$ cat src/rtl/lsu_cache_requester.sv
`default_nettype none
// ============================================================================
// Module   : lsu_cache_requester
// Brief    : Single-outstanding LOAD/STORE/CLFLUSH requester between a core
//            load/store stage and a cache request port, with timeout watchdog.
// Revision : 1.0 - initial release
// ============================================================================
module lsu_cache_requester #(
    parameter int ADDR_W         = 32,
    parameter int DATA_W         = 32,
    parameter int TIMEOUT_CYCLES = 64
) (
    input  logic              clk,
    input  logic              reset_n,
    input  logic              core_req_valid,
    output logic              core_req_ready,
    input  logic [1:0]        core_req_op,
    input  logic [1:0]        core_req_size,
    input  logic              core_req_unsigned,
    input  logic [ADDR_W-1:0] core_req_addr,
    input  logic [DATA_W-1:0] core_req_wdata,
    output logic              cache_req_valid,
    input  logic              cache_req_ready,
    output logic [1:0]        cache_req_op,
    output logic [1:0]        cache_req_size,
    output logic [ADDR_W-1:0] cache_req_addr,
    output logic [DATA_W-1:0] cache_req_wdata,
    output logic [3:0]        cache_req_wstrb,
    input  logic              cache_rsp_valid,
    input  logic [DATA_W-1:0] cache_rsp_rdata,
    output logic              core_rsp_valid,
    output logic [DATA_W-1:0] core_rsp_rdata,
    output logic [1:0]        core_rsp_err
);

    localparam logic [1:0] c_op_store    = 2'b00;
    localparam logic [1:0] c_op_load     = 2'b01;
    localparam logic [1:0] c_op_clflush  = 2'b11;
    localparam logic [1:0] c_sz_byte     = 2'b00;
    localparam logic [1:0] c_sz_half     = 2'b01;
    localparam logic [1:0] c_sz_word     = 2'b10;
    localparam logic [1:0] c_err_ok      = 2'b00;
    localparam logic [1:0] c_err_misalgn = 2'b01;
    localparam logic [1:0] c_err_timeout = 2'b10;
    localparam logic [1:0] c_err_illegal = 2'b11;

    localparam int               CNT_W      = $clog2(TIMEOUT_CYCLES);
    localparam logic [CNT_W-1:0] c_cnt_last = CNT_W'(TIMEOUT_CYCLES - 1);

    typedef enum logic [1:0] {
        S_IDLE    = 2'd0,
        S_ISSUE   = 2'd1,
        S_WAIT    = 2'd2,
        S_RESPOND = 2'd3
    } state_e;

    state_e              state_q, state_d;
    logic [1:0]          op_q, size_q, err_q;
    logic                unsigned_q;
    logic [ADDR_W-1:0]   addr_q;
    logic [DATA_W-1:0]   wdata_q, rdata_q;
    logic [3:0]          wstrb_q;
    logic [CNT_W-1:0]    cnt_q;

    logic                w_illegal, w_misalign, w_timeout;
    logic [1:0]          w_err;
    logic [4:0]          w_shift;
    logic [DATA_W-1:0]   w_wdata, w_rsp_lane, w_load_data;
    logic [3:0]          w_wstrb;

    // Unknown op bits fall through to default and are treated as illegal.
    always_comb begin
        w_illegal  = 1'b0;
        w_misalign = 1'b0;
        case (core_req_op)
            c_op_store, c_op_load: begin
                case (core_req_size)
                    c_sz_byte: w_misalign = 1'b0;
                    c_sz_half: w_misalign = core_req_addr[0];
                    c_sz_word: w_misalign = |core_req_addr[1:0];
                    default:   w_illegal  = 1'b1;
                endcase
            end
            c_op_clflush: w_illegal = 1'b0;
            default:      w_illegal = 1'b1;
        endcase
    end

    assign w_err   = w_illegal  ? c_err_illegal :
                     w_misalign ? c_err_misalgn : c_err_ok;
    assign w_shift = {core_req_addr[1:0], 3'b000};

    always_comb begin
        w_wdata = '0;
        w_wstrb = '0;
        if (core_req_op == c_op_store) begin
            case (core_req_size)
                c_sz_byte: begin
                    w_wdata = DATA_W'(core_req_wdata[7:0]) << w_shift;
                    w_wstrb = 4'b0001 << core_req_addr[1:0];
                end
                c_sz_half: begin
                    w_wdata = DATA_W'(core_req_wdata[15:0]) << w_shift;
                    w_wstrb = 4'b0011 << core_req_addr[1:0];
                end
                c_sz_word: begin
                    w_wdata = core_req_wdata;
                    w_wstrb = 4'b1111;
                end
                default: ;
            endcase
        end
    end

    // Word accesses are aligned, so the lane-shifted word equals the raw word.
    always_comb begin
        w_rsp_lane  = cache_rsp_rdata >> {addr_q[1:0], 3'b000};
        w_load_data = '0;
        if (op_q == c_op_load) begin
            case (size_q)
                c_sz_byte: w_load_data = {{(DATA_W-8){~unsigned_q & w_rsp_lane[7]}},
                                          w_rsp_lane[7:0]};
                c_sz_half: w_load_data = {{(DATA_W-16){~unsigned_q & w_rsp_lane[15]}},
                                          w_rsp_lane[15:0]};
                default:   w_load_data = w_rsp_lane;
            endcase
        end
    end

    assign w_timeout = (cnt_q >= c_cnt_last);

    always_comb begin
        state_d         = state_q;
        core_req_ready  = 1'b0;
        cache_req_valid = 1'b0;
        core_rsp_valid  = 1'b0;
        case (state_q)
            S_IDLE: begin
                core_req_ready = 1'b1;
                if (core_req_valid) begin
                    state_d = (w_illegal || w_misalign) ? S_RESPOND : S_ISSUE;
                end
            end
            S_ISSUE: begin
                cache_req_valid = 1'b1;
                if (cache_req_ready) state_d = S_WAIT;
            end
            S_WAIT: begin
                if (cache_rsp_valid || w_timeout) state_d = S_RESPOND;
            end
            S_RESPOND: begin
                core_rsp_valid = 1'b1;
                state_d        = S_IDLE;
            end
            default: state_d = S_IDLE;
        endcase
    end

    always_ff @(posedge clk) begin
        if (!reset_n) begin
            state_q    <= S_IDLE;
            op_q       <= '0;
            size_q     <= '0;
            unsigned_q <= 1'b0;
            addr_q     <= '0;
            wdata_q    <= '0;
            wstrb_q    <= '0;
            rdata_q    <= '0;
            err_q      <= c_err_ok;
            cnt_q      <= '0;
        end else begin
            state_q <= state_d;
            case (state_q)
                S_IDLE: begin
                    if (core_req_valid) begin
                        op_q       <= core_req_op;
                        size_q     <= core_req_size;
                        unsigned_q <= core_req_unsigned;
                        addr_q     <= core_req_addr;
                        wdata_q    <= w_wdata;
                        wstrb_q    <= w_wstrb;
                        rdata_q    <= '0;
                        err_q      <= w_err;
                        cnt_q      <= '0;
                    end
                end
                S_ISSUE: begin
                    if (!w_timeout) cnt_q <= cnt_q + 1'b1;
                end
                S_WAIT: begin
                    if (!w_timeout) cnt_q <= cnt_q + 1'b1;
                    // A response arriving on the timeout edge still wins.
                    if (cache_rsp_valid) begin
                        rdata_q <= w_load_data;
                    end else if (w_timeout) begin
                        rdata_q <= '0;
                        err_q   <= c_err_timeout;
                    end
                end
                default: ;
            endcase
        end
    end

    assign cache_req_op    = op_q;
    assign cache_req_size  = size_q;
    assign cache_req_addr  = addr_q;
    assign cache_req_wdata = wdata_q;
    assign cache_req_wstrb = wstrb_q;
    assign core_rsp_rdata  = rdata_q;
    assign core_rsp_err    = err_q;

endmodule
`default_nettype wire

$ cat config.mk
export PLATFORM = sky130hd
export DESIGN_NAME = lsu_cache_requester
export DESIGN_NICKNAME = d
export VERILOG_FILES = /design/src/rtl/lsu_cache_requester.sv
export SDC_FILE = /design/constraint.sdc
export NUM_CORES = 1
export LEC_CHECK = 0
export BUFFER_PORTS_ARGS = -buffer_cell sky130_fd_sc_hd__buf_2
export CORE_AREA = 4 4 110 112
export DETAILED_ROUTE_END_ITERATION = 7
export DIE_AREA = 0 0 114 116
export GPL_TIMING_DRIVEN = 0
export PLACE_DENSITY = 0.75
export SYNTH_ARGS = -nofsm -noshare
export SYNTH_HDL_FRONTEND = slang
export SYNTH_SLANG_ARGS = --single-unit
$ cat constraint.sdc
create_clock -name clk -period 2.2 [get_ports clk]
set_clock_uncertainty 0.15 [all_clocks]
set_input_delay 0.22 -clock clk [delete_from_list [all_inputs] [get_ports clk]]
set_output_delay 0.22 -clock clk [all_outputs]
set_load 0.01 [all_outputs]
==> results_dict.tcl, run 1 <==
set metrics [dict create \
    crit_path_cell_trace "buf_4, buf_1, nor2_1, a221oi_1, o2bb2ai_1" \
    irDropWorstVdd_v 0.000659 \
    crit_fanout 10 \
    fillers 857 \
    grt_max_degree 17 \
    ys_async_sr_fraction_pct 0 \
    die_area_um2 13200 \
    port-buffer-count 213 \
    m1WireLength_um 7270 \
    drcViolationCount 0 \
    leakage_nw 3.52 \
    netlist_area_um2 5280 \
    drive_gt1_share_pct 35.7 \
    area_growth_pct 49.4 \
    mostFrequentLayoutCell "buf_2" \
    crit_required_ns 2.34 \
    worstSetupPathType "flip-flop to flip-flop" \
    gr-total-overflow 0 \
    antenna_found_initial 0 \
    cp_data_arrival_time_ns 2.24 \
    worst-path-buf-inv 2 \
    slew_headroom_pct 58.6 \
    dpl.hpwl_um 12500 \
    finalHoldViolations 0 \
    setup_viol 0 \
    tightest_slew_ns 0.621 \
    rr_startpoint "cache_req_addr[0]" \
    fin_crit_ns 2.10 \
    syn_inst 577 \
    clk_pin_slew_ns 0.05 \
    avgSynthCellArea_um2 9.14 \
    hp-start "core_req_wdata[30]" \
    fmax_mhz 476 \
    antenna_left 0 \
    core_area_um2 11200 \
    hp-class "input port to flip-flop" \
    cts_made_buffers 17 \
    dr_wl_met3_um 1530 \
    crit_path_end_kind "flip-flop" \
    crit_path_top_delay_cell "a221oi_1" \
    r2r-end "core_rsp_rdata[13]" \
    worstHoldEndpoint "cache_req_wdata[30]" \
    multiInputGateArea_um2 2800 \
    final_nets 993 \
    final_cell_mix "buf_2, nand2_1, dfxtp_1" \
    clkSinkCount 115 \
    route.met2.wl_um 8340 \
    num_vias 5809 \
    r2r_slack_ns 0.1 \
    timing.hold.ws_ns 0.0161 \
    first_pass_iters 6 \
    die_x_um 114 \
    finalCritPeriodShare_pct 95.6 \
    die_h_um 116 \
    drtIter0Drc 487 \
    yosysUniqueCellTypes 55 \
    htree_levels 4 \
    rsz0062_at_grt "yes" \
    worstHoldPathCells 3 \
    synth_seq_cells 115 \
    cts_root_buf "clkbuf_16" \
    status "complete, no violations" \
    grt_pass1_vias 5771 \
    clk_latency_ns 0.41 \
    groute.usage.overall_pct 27.2 \
    grt_pass1_wl_um 28500 \
    clock_path_buffers 2 \
    wirelength_um 17800 \
    initial_utilization_pct 47.0 \
    cts_tree "built" \
    via_per_inst 5.62 \
    wl_per_cell_um 17.3 \
    pin_count 215 \
    yosysSeqAreaShare_pct 43.6 \
    synth_edf_count 0 \
    path_depth 5 \
    seq_area_um2 2300 \
    rows 39 \
    highest_layer "met4" \
    place_area_um2 6520 \
    power_density_nw_per_um2 921 \
    synth_flop_cell "dfxtp_1" \
    antenna_cells 0 \
    power_mw 7.26 \
    slowest_delay_ns 0.45 \
    design_area_um2 7880 \
    cpLargestDelayFamily "buffers and inverters" \
    synth_nets 692 \
    cap_violations 0 \
    r2r_cells 5 \
    start_kind "flip-flop" \
    slew_viol_final 0 \
    synth_warnings 0 \
    place.gp.congestion 0.877 \
]
power by group:
group | switching [mW] | internal, mW
combinational | 1.22 | 0.868
clock | 0.928 | 1.82
sequential | 0.138 | 2.29
total | 2.28 | 4.97
cell families (layout without fill, tap and decap cells):
| group | Yosys count | count (layout) | share of synthesized area, % |
|---|---|---|---|
| AOI/OAI and AO/OA | 185 | 185 | 26.8 |
| xor gates and xnor gates | 4 | 4 | 0.664 |
| adders and majority gates | 9 | 9 | 2.13 |
| buffers and inverters | 51 | 364 | 4.20 |
| DFF | 115 | 115 | 43.6 |
| muxes | 30 | 30 | 6.43 |
| and+or+nand+nor | 183 | 183 | 16.1 |
worst register-to-register path, cell delays in order, from the launching register on:
cell	delay, ns
dfxtp_1	0.34
buf_4	0.21
buf_1	0.44
nor2_1	0.28
a221oi_1	0.45
o2bb2ai_1	0.12
stage by stage:
step | utilization [%] | setup TNS (ns) | std cells | worst slack, ns
2_1_floorplan | - | 0 | 577 | 0.203
3_3_place_gp | 58.1 | -1.47 | 933 | -0.0888
3_5_place_dp | 58.1 | -5.50 | 933 | -0.237
4_1_cts | 69.5 | 0 | 1031 | 0.0115
5_1_grt | 70.2 | -0.00989 | 1033 | -0.00820
6_report | 70.2 | 0 | 1033 | 0.0978
worst max-delay path by stage:
stage                      start                   to  slack, ns
2_1_floorplan         state_q[0]   core_rsp_rdata[28]       0.20
3_3_place_gp          state_q[0]  cache_req_wdata[21]      -0.09
3_5_place_dp          state_q[0]  cache_req_wdata[21]      -0.24
4_1_cts               state_q[1]   core_rsp_rdata[28]       0.01
5_1_grt               state_q[1]  cache_req_wdata[12]     -0.008
6_report       cache_req_addr[0]   core_rsp_rdata[13]        0.1
layer usage:
metal  global-route usage, %  up-vias
met3                    8.88       78
met2                    44.2      327
met5                       0        -
met4                    13.0        0
met1                    32.5     2701
li1                        -     2703
area by class of cell:
cell class / count / area share (%)
multi-input cells: 411 / 35.6
plain buffers: 42 / 2.84
repair buffers: 283 / 22.2
flip-flops and latches: 115 / 29.2
inverters: 8 / 0.381
well taps: 143 / 2.27
clock buffers: 20 / 5.79
clock inverters: 11 / 1.71
cells in the mapped netlist (2+ instances only):
cell type / count / share of area (%)
a21boi_0: 42 / 6.0
a21o_1: 3 / 0.43
a21oi_1: 10 / 0.95
a221o_1: 6 / 1.1
a221o_2: 10 / 2.1
a221oi_1: 9 / 1.5
a222oi_1: 8 / 1.5
a22oi_1: 17 / 2.4
a32oi_1: 9 / 1.5
and2_1: 3 / 0.36
and3_1: 5 / 0.59
buf_1: 7 / 0.50
buf_2: 8 / 0.76
buf_6: 2 / 0.43
clkbuf_1: 24 / 1.7
dfxtp_1: 115 / 44
ha_1: 9 / 2.1
inv_1: 8 / 0.57
mux2_2: 17 / 3.6
mux2i_1: 11 / 2.1
nand2_1: 126 / 9.0
nand2_2: 2 / 0.24
nand2b_1: 3 / 0.36
nand3_1: 3 / 0.28
nor2_1: 17 / 1.2
nor2b_1: 14 / 1.7
nor4b_4: 2 / 0.90
o21a_1: 3 / 0.43
o21ai_0: 40 / 3.8
o2bb2ai_1: 15 / 2.5
o31a_1: 2 / 0.33
xor2_1: 4 / 0.66
flip-flops by register name (all words and copies together) (netlist names), 4 cells and up:
| name | count |
|---|---|
| cache_req_wdata | 32 |
| cache_req_addr | 32 |
| cnt_q | 6 |
| cache_req_wstrb | 4 |
| core_rsp_rdata | 32 |
timing repair:
action / 4_1_cts / 5_1_grt
gates resized for setup: 10 / 24
pin swaps: 2 / 3
hold buffers: 62 / 1
endpoints found under the hold margin: 60 / 1
setup buffers: 5 / 2
endpoints found under the setup margin: 55 / 86
(Power assumes the default switching activity.)
==> run 2, diff against run 1 <==
Settings changed: ABC_AREA set to 1, CORE_AREA 4 4 110 112 to 2 2 110 112, DIE_AREA 0 0 114 116 to 0 0 112 114.
==> run 2 against run 1 <==
- final area is 0.87% higher
- utilization is 2.3 points lower
- combinational power is 22% higher
- power is 12% higher
- flip-flop and latch count stayed put
- register-to-register slack hardly changed
- global-route usage is 2.2 points higher
- highest routed layer unchanged
- area after synthesis is 6.0% higher
- via count is 14% higher
==> results_dict.tcl, run 2 <==
set metrics [dict create \
    area_growth_pct 42.1 \
    synth_top_area_share_pct 41.1 \
    finalSetupTns_ns 0 \
    die_area_um2 12800 \
    synth_warnings 0 \
    power_density_nw_per_um2 1020 \
    synth_nets 946 \
    avgSynthCellArea_um2 6.73 \
    slew_headroom_pct 52.7 \
    stdcell_count 1265 \
    pin_count 215 \
    clk_latency_ns 0.42 \
    ys_async_sr_fraction_pct 0 \
    cts_root_buf "clkbuf_16" \
    synth_seq_cells 115 \
    power_mw 8.09 \
    place_inst 1192 \
    crit_required_ns 2.39 \
    hp-start "core_req_op[1]" \
    dp_slack_ns -0.000365 \
    first_pass_iters 6 \
    final_nets 1221 \
    cp_data_arrival_time_ns 2.28 \
    final_cell_mix "nand2_1, buf_2, dfxtp_1" \
    fmax_mhz 479 \
    tightest_slew_ns 0.709 \
    netlist_area_um2 5600 \
    num_vias 6597 \
    r2r_cells 10 \
    timing.hold.ws_ns 0.0153 \
    worstHoldEndpoint "cache_req_op[1]" \
    initial_utilization_pct 47.8 \
    rows 40 \
    slew_viol_final 0 \
    cap_violations 0 \
    hp-class "input port to flip-flop" \
    port-buffer-count 214 \
    groute.usage.overall_pct 29.3 \
    start_kind "flip-flop" \
    grt_pass1_wl_um 29900 \
    die_h_um 114 \
    cts_made_buffers 17 \
    clock_path_buffers 2 \
    antenna_left 0 \
    dpl.hpwl_um 13100 \
    rr_startpoint "state_q[0]" \
    mostFrequentLayoutCell "nand2_1" \
    antenna_found_initial 1 \
    setup_viol 0 \
    crit_path_end_kind "flip-flop" \
    synth.area.top_cells "dfxtp_1, nand2_1, o21ai_0" \
    worstSetupPathType "flip-flop to flip-flop" \
    rsz0062_at_grt "no" \
    r2r_slack_ns 0.11 \
    worstHoldPathCells 3 \
    crit_fanout 10 \
    synth_common_cells "nand2_1, dfxtp_1, o21ai_0" \
    syn_inst 831 \
    wl_per_cell_um 14.8 \
    grt_max_degree 17 \
    yosysUniqueCellTypes 37 \
    drtIter0Drc 588 \
    finalCritPeriodShare_pct 95.0 \
    htree_levels 4 \
    finalWorstSetupSlack_ns 0.111 \
    drive_gt1_share_pct 25.4 \
    gr-total-overflow 0 \
    status "complete, no violations" \
    synth_area_leader_cell "dfxtp_1" \
    fin_crit_ns 2.09 \
    synth_flop_cell "dfxtp_1" \
    r2r-end "core_rsp_rdata[15]" \
    yosysSeqAreaShare_pct 41.1 \
    die_x_um 112 \
    synth_edf_count 0 \
    cts_tree "built" \
    leakage_nw 3.80 \
    clkSinkCount 115 \
    irDropWorstVdd_v 0.000822 \
    wirelength_um 18800 \
    via_per_inst 5.22 \
    synthMostInstantiatedCell "nand2_1" \
    place.gp.congestion 0.916 \
    clk_pin_slew_ns 0.05 \
    core_area_um2 11700 \
    finalHoldViolations 0 \
    drcViolationCount 0 \
    grt_pass1_vias 6318 \
]
-- run 2: routing by layer --
| metal | GRT usage [%] | up-vias | share of wire [%] |
|---|---|---|---|
| met4 | 11.2 | 0 | 2.5 |
| met5 | 0 | - | 0 |
| met1 | 34.1 | 2989 | 40 |
| li1 | - | 3263 | - |
| met3 | 9.09 | 38 | 9.0 |
| met2 | 50.9 | 307 | 49 |
-- run 2: what timing repair did --
item                       4_1_cts  5_1_grt
setup endpoints to repair       12       45
pin swaps                        0        3
hold buffers                    39        0
buffers inserted                 0        3
resized for setup                3       10
gates cloned                     0        0
hold endpoints to repair        39        0
-- run 2: how the worst max path moves through the flow --
stage / from / end / cells past startpoint
3_3_place_gp: state_q[0] / cache_req_wdata[11] / 7
2_1_floorplan: state_q[0] / core_rsp_rdata[1] / 10
3_5_place_dp: state_q[0] / cache_req_wdata[11] / 7
5_1_grt: state_q[1] / cache_req_wdata[13] / 8
4_1_cts: state_q[0] / cache_req_wdata[4] / 7
6_report: state_q[0] / core_rsp_rdata[15] / 10
-- run 2: logic make-up after synthesis --
kind of cell / synth area share (%)
AO/OA/AOI/OAI: 21.8
adder cells (fa/ha/maj): 2.01
buffers and inverters: 7.94
flip-flops: 41.1
AND/OR/NAND/NOR: 27.1
-- run 2: critical path, stage by stage, from the launching register on --
cell and delay (ns):
dfxtp_1 0.38, inv_1 0.08, ha_2 0.23, inv_1 0.10, nor2_1 0.06, a21oi_2 0.27, nand2_4 0.15, nor2_4 0.18
buf_4 0.19, nand2_1 0.08, a21oi_1 0.13
-- run 2: final cells by class --
class                      count  area (um^2)
antenna                        1         2.50
buffer                        52          244
multi-input combinational    609         2870
inverter                      55          208
tap                          147          184
clock inverter                 9          176
timing repair buffer         256         1480
clock buffer                  21          480
sequential                   115         2300
fill                        1030         3760
-- run 2: through the flow --
| step | util (%) | instance area (um^2) |
|---|---|---|
| 2_1_floorplan | - | 5600 |
| 3_3_place_gp | 58.5 | 6850 |
| 3_5_place_dp | 58.5 | 6850 |
| 4_1_cts | 67.5 | 7900 |
| 5_1_grt | 67.9 | 7950 |
| 6_report | 67.9 | 7950 |
-- run 2: power by group --
group	switching, mW	internal, mW	total, mW
registers	0.157	2.33	2.48
logic	1.68	0.869	2.55
clock network	0.952	2.11	3.06
total	2.79	5.31	8.09
